## config.mk

```make
export PLATFORM = sky130hd
export DESIGN_NAME = muldiv_ctrl
export DESIGN_NICKNAME = d
export VERILOG_FILES = /design/src/rtl/muldiv_ctrl.sv
export SDC_FILE = /design/constraint.sdc
export NUM_CORES = 1
export LEC_CHECK = 0
export ABC_AREA = 1
export BUFFER_PORTS_ARGS = -buffer_cell sky130_fd_sc_hd__buf_4
export CAP_MARGIN = 5
export CORE_AREA = 2 2 157 159
export CTS_BUF_LIST = sky130_fd_sc_hd__clkbuf_2 sky130_fd_sc_hd__clkbuf_4 sky130_fd_sc_hd__clkbuf_8
export CTS_CLUSTER_DIAMETER = 80
export DETAILED_ROUTE_END_ITERATION = 7
export DIE_AREA = 0 0 159 161
export GPL_TIMING_DRIVEN = 1
export MAX_ROUTING_LAYER = met4
export PLACE_DENSITY = 0.62
export SYNTH_ARGS = -nofsm -noshare
export SYNTH_HDL_FRONTEND = slang
export SYNTH_SLANG_ARGS = --single-unit
```

## constraint.sdc

```tcl
create_clock -name clk -period 2.4 [get_ports clk]
set_input_delay 0.24 -clock clk [delete_from_list [all_inputs] [get_ports clk]]
set_output_delay 0.24 -clock clk [all_outputs]
set_load 0.02 [all_outputs]
```

## src/rtl/muldiv_ctrl.sv

```systemverilog
// rtl/muldiv_ctrl.sv - HI/LO sequencing controller for an external multiplier and divider
module muldiv_ctrl #(
  parameter int MUL_LAT = 2
) (
  input  logic        clk,
  input  logic        resetn,
  input  logic        req_valid,
  input  logic [2:0]  req_op,
  input  logic [31:0] req_src1,
  input  logic [31:0] req_src2,
  input  logic        ex_hold,
  input  logic        flush,
  output logic        mul_signed,
  output logic [31:0] mul_a,
  output logic [31:0] mul_b,
  input  logic [63:0] mul_result,
  output logic        div_start,
  output logic        div_signed,
  output logic        div_annul,
  output logic [31:0] div_a,
  output logic [31:0] div_b,
  input  logic        div_ready,
  input  logic [63:0] div_result,
  output logic        stallreq,
  output logic        hi_we,
  output logic        lo_we,
  output logic [31:0] hi_wdata,
  output logic [31:0] lo_wdata,
  output logic        busy
);

  localparam logic [2:0] OP_MULT  = 3'b001;
  localparam logic [2:0] OP_MULTU = 3'b010;
  localparam logic [2:0] OP_DIV   = 3'b011;
  localparam logic [2:0] OP_DIVU  = 3'b100;
  localparam logic [2:0] OP_MTHI  = 3'b101;
  localparam logic [2:0] OP_MTLO  = 3'b110;

  typedef enum logic [1:0] {IDLE, MUL_WAIT, DIV_WAIT, DONE} state_t;

  state_t      state_q, state_d;
  logic [3:0]  cnt_q, cnt_d;
  logic [63:0] result_q, result_d;
  logic        first_q, first_d;

  logic        stall_c, div_start_c, div_annul_c, hi_we_c, lo_we_c;
  logic [31:0] hi_wdata_c, lo_wdata_c;

  assign mul_a      = req_src1;
  assign mul_b      = req_src2;
  assign div_a      = req_src1;
  assign div_b      = req_src2;
  assign mul_signed = (req_op == OP_MULT);
  assign div_signed = (req_op == OP_DIV);

  always_ff @(posedge clk or negedge resetn) begin
    if (!resetn) begin
      state_q  <= IDLE;
      cnt_q    <= '0;
      result_q <= '0;
      first_q  <= 1'b0;
    end else begin
      state_q  <= state_d;
      cnt_q    <= cnt_d;
      result_q <= result_d;
      first_q  <= first_d;
    end
  end

  always_comb begin
    state_d     = state_q;
    cnt_d       = cnt_q;
    result_d    = result_q;
    first_d     = 1'b0;
    stall_c     = 1'b0;
    div_start_c = 1'b0;
    div_annul_c = 1'b0;
    hi_we_c     = 1'b0;
    lo_we_c     = 1'b0;
    hi_wdata_c  = '0;
    lo_wdata_c  = '0;
    case (state_q)
      IDLE: begin
        if (req_valid && !flush) begin
          case (req_op)
            OP_MULT, OP_MULTU: begin
              stall_c = 1'b1;
              cnt_d   = 4'(MUL_LAT - 1);
              state_d = MUL_WAIT;
            end
            OP_DIV, OP_DIVU: begin
              stall_c = 1'b1;
              // Divide by zero never reaches the divider; the result is fixed.
              if (req_src2 != 32'd0) begin
                div_start_c = 1'b1;
                state_d     = DIV_WAIT;
              end else begin
                result_d = {req_src1, 32'hFFFF_FFFF};
                first_d  = 1'b1;
                state_d  = DONE;
              end
            end
            OP_MTHI: begin
              hi_we_c    = 1'b1;
              hi_wdata_c = req_src1;
            end
            OP_MTLO: begin
              lo_we_c    = 1'b1;
              lo_wdata_c = req_src1;
            end
            default: ;
          endcase
        end
      end
      MUL_WAIT: begin
        stall_c = 1'b1;
        if (flush) begin
          state_d = IDLE;
        end else if (cnt_q == 4'd0) begin
          result_d = mul_result;
          first_d  = 1'b1;
          state_d  = DONE;
        end else begin
          cnt_d = cnt_q - 4'd1;
        end
      end
      DIV_WAIT: begin
        stall_c = 1'b1;
        if (flush) begin
          div_annul_c = 1'b1;
          state_d     = IDLE;
        end else if (div_ready) begin
          result_d = div_result;
          first_d  = 1'b1;
          state_d  = DONE;
        end
      end
      DONE: begin
        // Only the first DONE cycle writes, so a held instruction is not re-committed.
        if (first_q && !flush) begin
          hi_we_c    = 1'b1;
          lo_we_c    = 1'b1;
          hi_wdata_c = result_q[63:32];
          lo_wdata_c = result_q[31:0];
        end
        if (flush || !ex_hold) state_d = IDLE;
      end
      default: state_d = IDLE;
    endcase
  end

  // Combinational paths from req_* must also be silent while reset is held.
  assign stallreq  = resetn & stall_c;
  assign div_start = resetn & div_start_c;
  assign div_annul = resetn & div_annul_c;
  assign hi_we     = resetn & hi_we_c;
  assign lo_we     = resetn & lo_we_c;
  assign hi_wdata  = resetn ? hi_wdata_c : 32'd0;
  assign lo_wdata  = resetn ? lo_wdata_c : 32'd0;
  assign busy      = resetn & (state_q != IDLE);

endmodule

```

## Yosys cells after proc, flatten, opt, wreduce, memory -nomap -nowiden

Cells that the tools add are included.

| operators by class | value |
|---|---|
| add/subtract/negate cells | 1 |
| eq/ne operators | 22 |
| mux-type cells | 56 |
| bitwise gates (word level) | 6 |
| reduce and logical (&&, ||, !) cells | 18 |

Operators by type and width:

| kind | count |
|---|---|
| $mux 64 | 7 |
| $mux 32 | 8 |
| $pmux 64 s3 | 1 |
| $pmux 32 s2 | 2 |
| $reduce_bool 32->1 | 1 |
| $mux 1 | 21 |
| $mux 4 | 4 |
| $ne 2x2->1 const B | 8 |
| $mux 2 | 6 |
| $reduce_and 5->1 | 2 |
| $eq 3x3->1 const B | 3 |
| $pmux 2 s4 | 1 |
| $pmux 4 s2 | 1 |
| $reduce_and 8->1 | 1 |
| $and 1x1->1 | 6 |
| $eq 3x2->1 const B | 2 |
| $ne 3x3->1 const B | 2 |
| $pmux 1 s2 | 3 |
| $reduce_or 2->1 | 3 |
| $eq 2x2->1 const B | 2 |
| $logic_not 4->1 | 1 |
| $ne 2x1->1 const B | 2 |
| $pmux 2 s2 | 1 |
| $reduce_bool 2->1 | 2 |
| 11 further kinds | 13 |

| storage, ports and cells | value |
|---|---|
| register bits after elaboration | 71 |
| output and inout bits | 200 |
| word-level logic and storage cells | 107 |

## Depth between registers and ports, before layout

| logic depth | value |
|---|---|
| depth in word-level cells | 6 |
| gate-level depth with buffers | 12 |
| gate-level depth less buffers | 11 |

## Worst setup path after synthesis

No wires, ideal clock.

| timing path | value |
|---|---|
| path kind | reg-to-output |
| start point | register state_q[0] |
| end point | output div_start |
| arrival time | 1,783 ps |
| required time | 2,160 ps |
| path slack | 377 ps |
| cell stages (with the launch flop) | 8 |
| path through | dfrtp_1 inv_1 ha_1 buf_4 inv_1 nor2_1 inv_1 nor4_1 |

| between the ends | value |
|---|---|
| longest elaborated chain between the ends | 3 |

Ends and longest elaborated chain:

| what | line | source |
|---|---|---|
| from (decl) | 41 | `state_t state_q, state_d;` |
| from (signal assigned) | 63 | `state_q <= state_d;` |
| $logic_not 2->1 | 82 | `case (state_q)` |
| $mux 1 | 82 |  |
| $and 1x1->1 | 154 | `assign div_start = resetn & div_start_c;` |
| to (decl) | 17 | `output logic div_start,` |

Every way passes these cells.

## Worst setup path after layout

| timing path | value |
|---|---|
| start point | register state_q[1] |
| end point | output lo_wdata[3] |

| between the ends | value |
|---|---|
| longest elaborated chain between the ends | 3 |
| elaborated cells on any way between the ends | 4 |
| classes of those cells | eq/ne (1); mux (2); reduce/logical (1) |

Ends and longest elaborated chain:

| what | line | source |
|---|---|---|
| $eq 2x2->1 or $logic_not 2->1 (tied branches) | 82 |  |
| $pmux 32 s2 (*) | 82 |  |
| $mux 32 (*) | 159 | `assign lo_wdata = resetn ? lo_wdata_c : 32'd0;` |
| to (decl) | 28 | `output logic [31:0] lo_wdata,` |

Mark *: on every way between the ends. The rest lies on a longest branch, timed or not.

==> flow_summary.toml <==
[die]
floorplan.die.width_microns = 159
rows = 57
die-height_microns = 161
total_die_area_sq_um = 25600
ioPinCount = 401
core_area_sq_um = 24000
floorplan.initialDensity_pct = 27.0

[worst_hold_path]
hold_path.startpoint = "mul_result[0]"
hold-path-cell-count = 4
worstHoldEndpoint = "result_q[0]$_DFFE_PN0P_"
worstHoldPathType = "input port to flop"

[layout]
fillers = 2565
areaGrowthSynthToFinish_pct = 40.5
n_antenna_cell = 0
fin_util_pct = 37.9
final_layout_size_suffix_gt1_share_pct = 44.1
nets = 1345

[worst_setup_path]
end_of_the_worst_register_to_register_path = "result_q[1]$_DFFE_PN0P_"
stage_delay_of_the_slowest_cell_on_the_critical_path_ns = 0.40
r2r_setup_slack_ns = 0.33
cp_common_cell = "sky130_fd_sc_hd__nor2_4"
critPathCaptureType = "output port"
worst_path_max_delay_cell = "sky130_fd_sc_hd__dfrtp_1"
worst_path_fanout_max = 4
arrival_worst_endpoint_ns = 2.11
reg2reg_depth = 12
timing.critical_path.required_ns = 2.16
reg2reg_from = "state_q[0]$_DFFE_PN0P_"
worstPathCellList = "inv_1, ha_4, inv_2, nor2_4, inv_4, nor2_4, buf_12, buf_6, a22oi_1, nor2_1, buf_4"
crit_type = "flop to output port"
critPathLaunchType = "flop"

[power_and_ir_drop]
power_density_nw_per_um2 = 1080
clockPowerShare_pct = 9.9
largest_vdd_supply_drop_v = 0.000577
intPower_mw = 4.67
share_seq_of_total_power_pct = 22.2
netSwitchingPower_mw = 5.12
p_sw_share_pct = 52.3
p_leak_nw = 4.50
pwr-share-comb_pct = 67.9

[clock_network]
clkSlewWorstSetupHoldPaths_ns = 0.08
clock_tree.root_cell = "sky130_fd_sc_hd__clkbuf_8"
clock_tree.buffer_depth = 2
clock-sinks = 71
cts_tree = "done"
tritoncts.num_buffers = 9
cts.htree.levels = 3
clock_insertion_delay_worst_skew_ns = 0.35

[timing]
finClkSkew_ns = 0.0144
setup_viol_count_final = 0
final_critical_path_time_including_i_o_delays_and_setup_ns = 2.35
headroom_to_the_max_slew_limit_pct = 63.9
report.final.hold_viol_count = 0
least_margin_pin_slew_ns = 0.542
grt_setup_unrepaired = "yes"
fin_tns_setup_ns = 0
final_report_max_slew_violation_count = 0
min_period_over_period_pct = 97.8
max_clock_freq_mhz = 426

[routing]
routed_wire_length_per_instance_microns = 17.5
post_drt_via_cell_ratio = 4.77
vias = 6982
drt_drc_violations_left = 0
finalWirelength_microns = 25600
drt-pass1-iter-count = 5
violation_count_after_the_first_detailed_routing_iteration = 338
route.antenna.remaining_nets = 0

[grt]
groute.usage.overall_pct = 19.3
grt_overflow = 0
pin_count_of_the_biggest_net_entering_global_routing = 46
antenna_found_initial = 0
grt_first_pass_wirelength_microns = 37800
vias_in_the_first_global_route = 6818

[synthesis]
synthMostInstantiatedCell = "sky130_fd_sc_hd__nand2_1"
synth.area.top_cells = "sky130_fd_sc_hd__dfrtp_1 27%, sky130_fd_sc_hd__buf_4 16%, sky130_fd_sc_hd__nand2_1 11%, sky130_fd_sc_hd__nor2_1 7.8%, sky130_fd_sc_hd__a22oi_1 7.4%"
synth_warnings = 0
ys_ff_latch = 71
post_synthesis_cells = 886
number_of_synthesized_flops_with_an_enable_pin = 0
synth-seq-area-share_pct = 27.5
portion_of_synthesized_cell_area_occupied_by_the_leading_cell_type_pct = 27.5
dominantRegCellSynth = "sky130_fd_sc_hd__dfrtp_1"
postSynth.asyncResetShare_pct = 100
synth.lib_cells_used.distinct = 31
avg_cell_area_syn_sq_um = 7.30
synthesis.area_sq_um = 6470
synth_top_cell_by_area = "sky130_fd_sc_hd__dfrtp_1"
synth_nets = 1093
yosys-top-cells-count = "195 x sky130_fd_sc_hd__nand2_1, 136 x sky130_fd_sc_hd__buf_4, 135 x sky130_fd_sc_hd__nor2_1"

[place]
io_buffers = 400
detailed_place_hpwl_microns = 18600
globalplace.congestion = 0.874

[run_status]
run_status = "finished clean"

[flow_run]
max_cap_viol_count = 0
[cell families after synthesis]
| family | after synthesis | synth area share, % |
|---|---|---|
| compound gates | 172 | 18.4 |
| xor+xnor | 2 | 0.271 |
| fa+ha+maj | 6 | 1.16 |
| buf+inv | 217 | 23.8 |
| flops | 71 | 27.5 |
| simple gates | 418 | 28.9 |
[state kept, by name (all words and copies together) (netlist names)]
name,count
cnt_q,4
first_q,1
state_q,2
result_q,64
[cell type report]
type	count	area [sq um]	area share, %
inverter	22	92.6	1.02
tap	324	405	4.46
multi-input combinational	598	3190	35.1
clock buffer	10	138	1.51
clock inverter	4	47.5	0.523
timing repair buffer	436	3440	37.8
sequential	71	1780	19.5
[what timing repair did]
| item | 4_1_cts | 5_1_grt |
|---|---|---|
| endpoints found under the setup margin | 65 | 65 |
| gates resized for setup | 8 | 14 |
| hold endpoints to repair | 24 | 0 |
| cloned | 0 | 4 |
| hold buffers | 1 | 0 |
| pin swaps | 0 | 3 |
| buffers inserted | 0 | 5 |
[critical path: cells and delay by family (launching register included)]
family | cells | cell delay (ns)
AO/OA/AOI/OAI | 1 | 0.07
adder cells (fa/ha/maj) | 1 | 0.15
buffers and inverters | 6 | 0.70
flip-flops | 1 | 0.40
AND/OR/NAND/NOR | 3 | 0.43
[placed cells by master, fill, tap and decap left out, drive strengths merged, types with 3 or more instances in the layout]
cell type,n
buf,432
nand2,199
nor2,138
nand3,75
dfrtp,71
a21oi,68
a22oi,64
a221o,32
inv,21
clkbuf,13
o21ai,6
ha,6
nor3,3
clkinv,3
[through the flow]
step	cell area (sq um)	total power, mW	hold slack [ns]	cells	setup slack (ns)
after floorplan	6470	7.32	-0.0556	886	0.377
after global placement	8680	8.78	0.0697	1441	0.353
after detailed placement	8680	8.82	0.0711	1441	0.326
after CTS	8900	9.84	0.188	1456	0.0400
after global routing	9090	10.7	0.214	1465	-0.0288
final	9090	9.79	0.225	1465	0.0532
[how the worst max path moves through the flow]
stage,start,cells after the start,to,slack [ns]
detailed placement,state_q[0]$_DFFE_PN0P_,10,hi_wdata[22],0.33
floorplan,state_q[0]$_DFFE_PN0P_,7,div_start,0.38
global route,state_q[1]$_DFFE_PN0P_,11,lo_wdata[15],-0.03
CTS,state_q[1]$_DFFE_PN0P_,7,hi_wdata[22],0.04
finish,state_q[1]$_DFFE_PN0P_,11,lo_wdata[3],0.05
global placement,state_q[0]$_DFFE_PN0P_,10,hi_wdata[22],0.35
[power groups by stage]
| stage | clock, mW | combinational [mW] | sequential [mW] |
|---|---|---|---|
| 6_report | 0.965 | 6.65 | 2.18 |
| 5_1_grt | 1.07 | 7.40 | 2.23 |
| 4_1_cts | 1.01 | 6.66 | 2.17 |
| 3_5_place_dp | 0 | 6.64 | 2.18 |
| 3_3_place_gp | 0 | 6.59 | 2.19 |
| 2_1_floorplan | 0 | 5.27 | 2.05 |
[metal layers]
metal	routed length, microns	global-route usage [%]	vias up
li1	-	-	3351
met1	10900	22.4	3286
met2	12600	33.4	309
met3	1510	3.26	36
met4	601	7.31	0
met5	0	-	-
No activity file was read; power rests on OpenSTA's default activity.
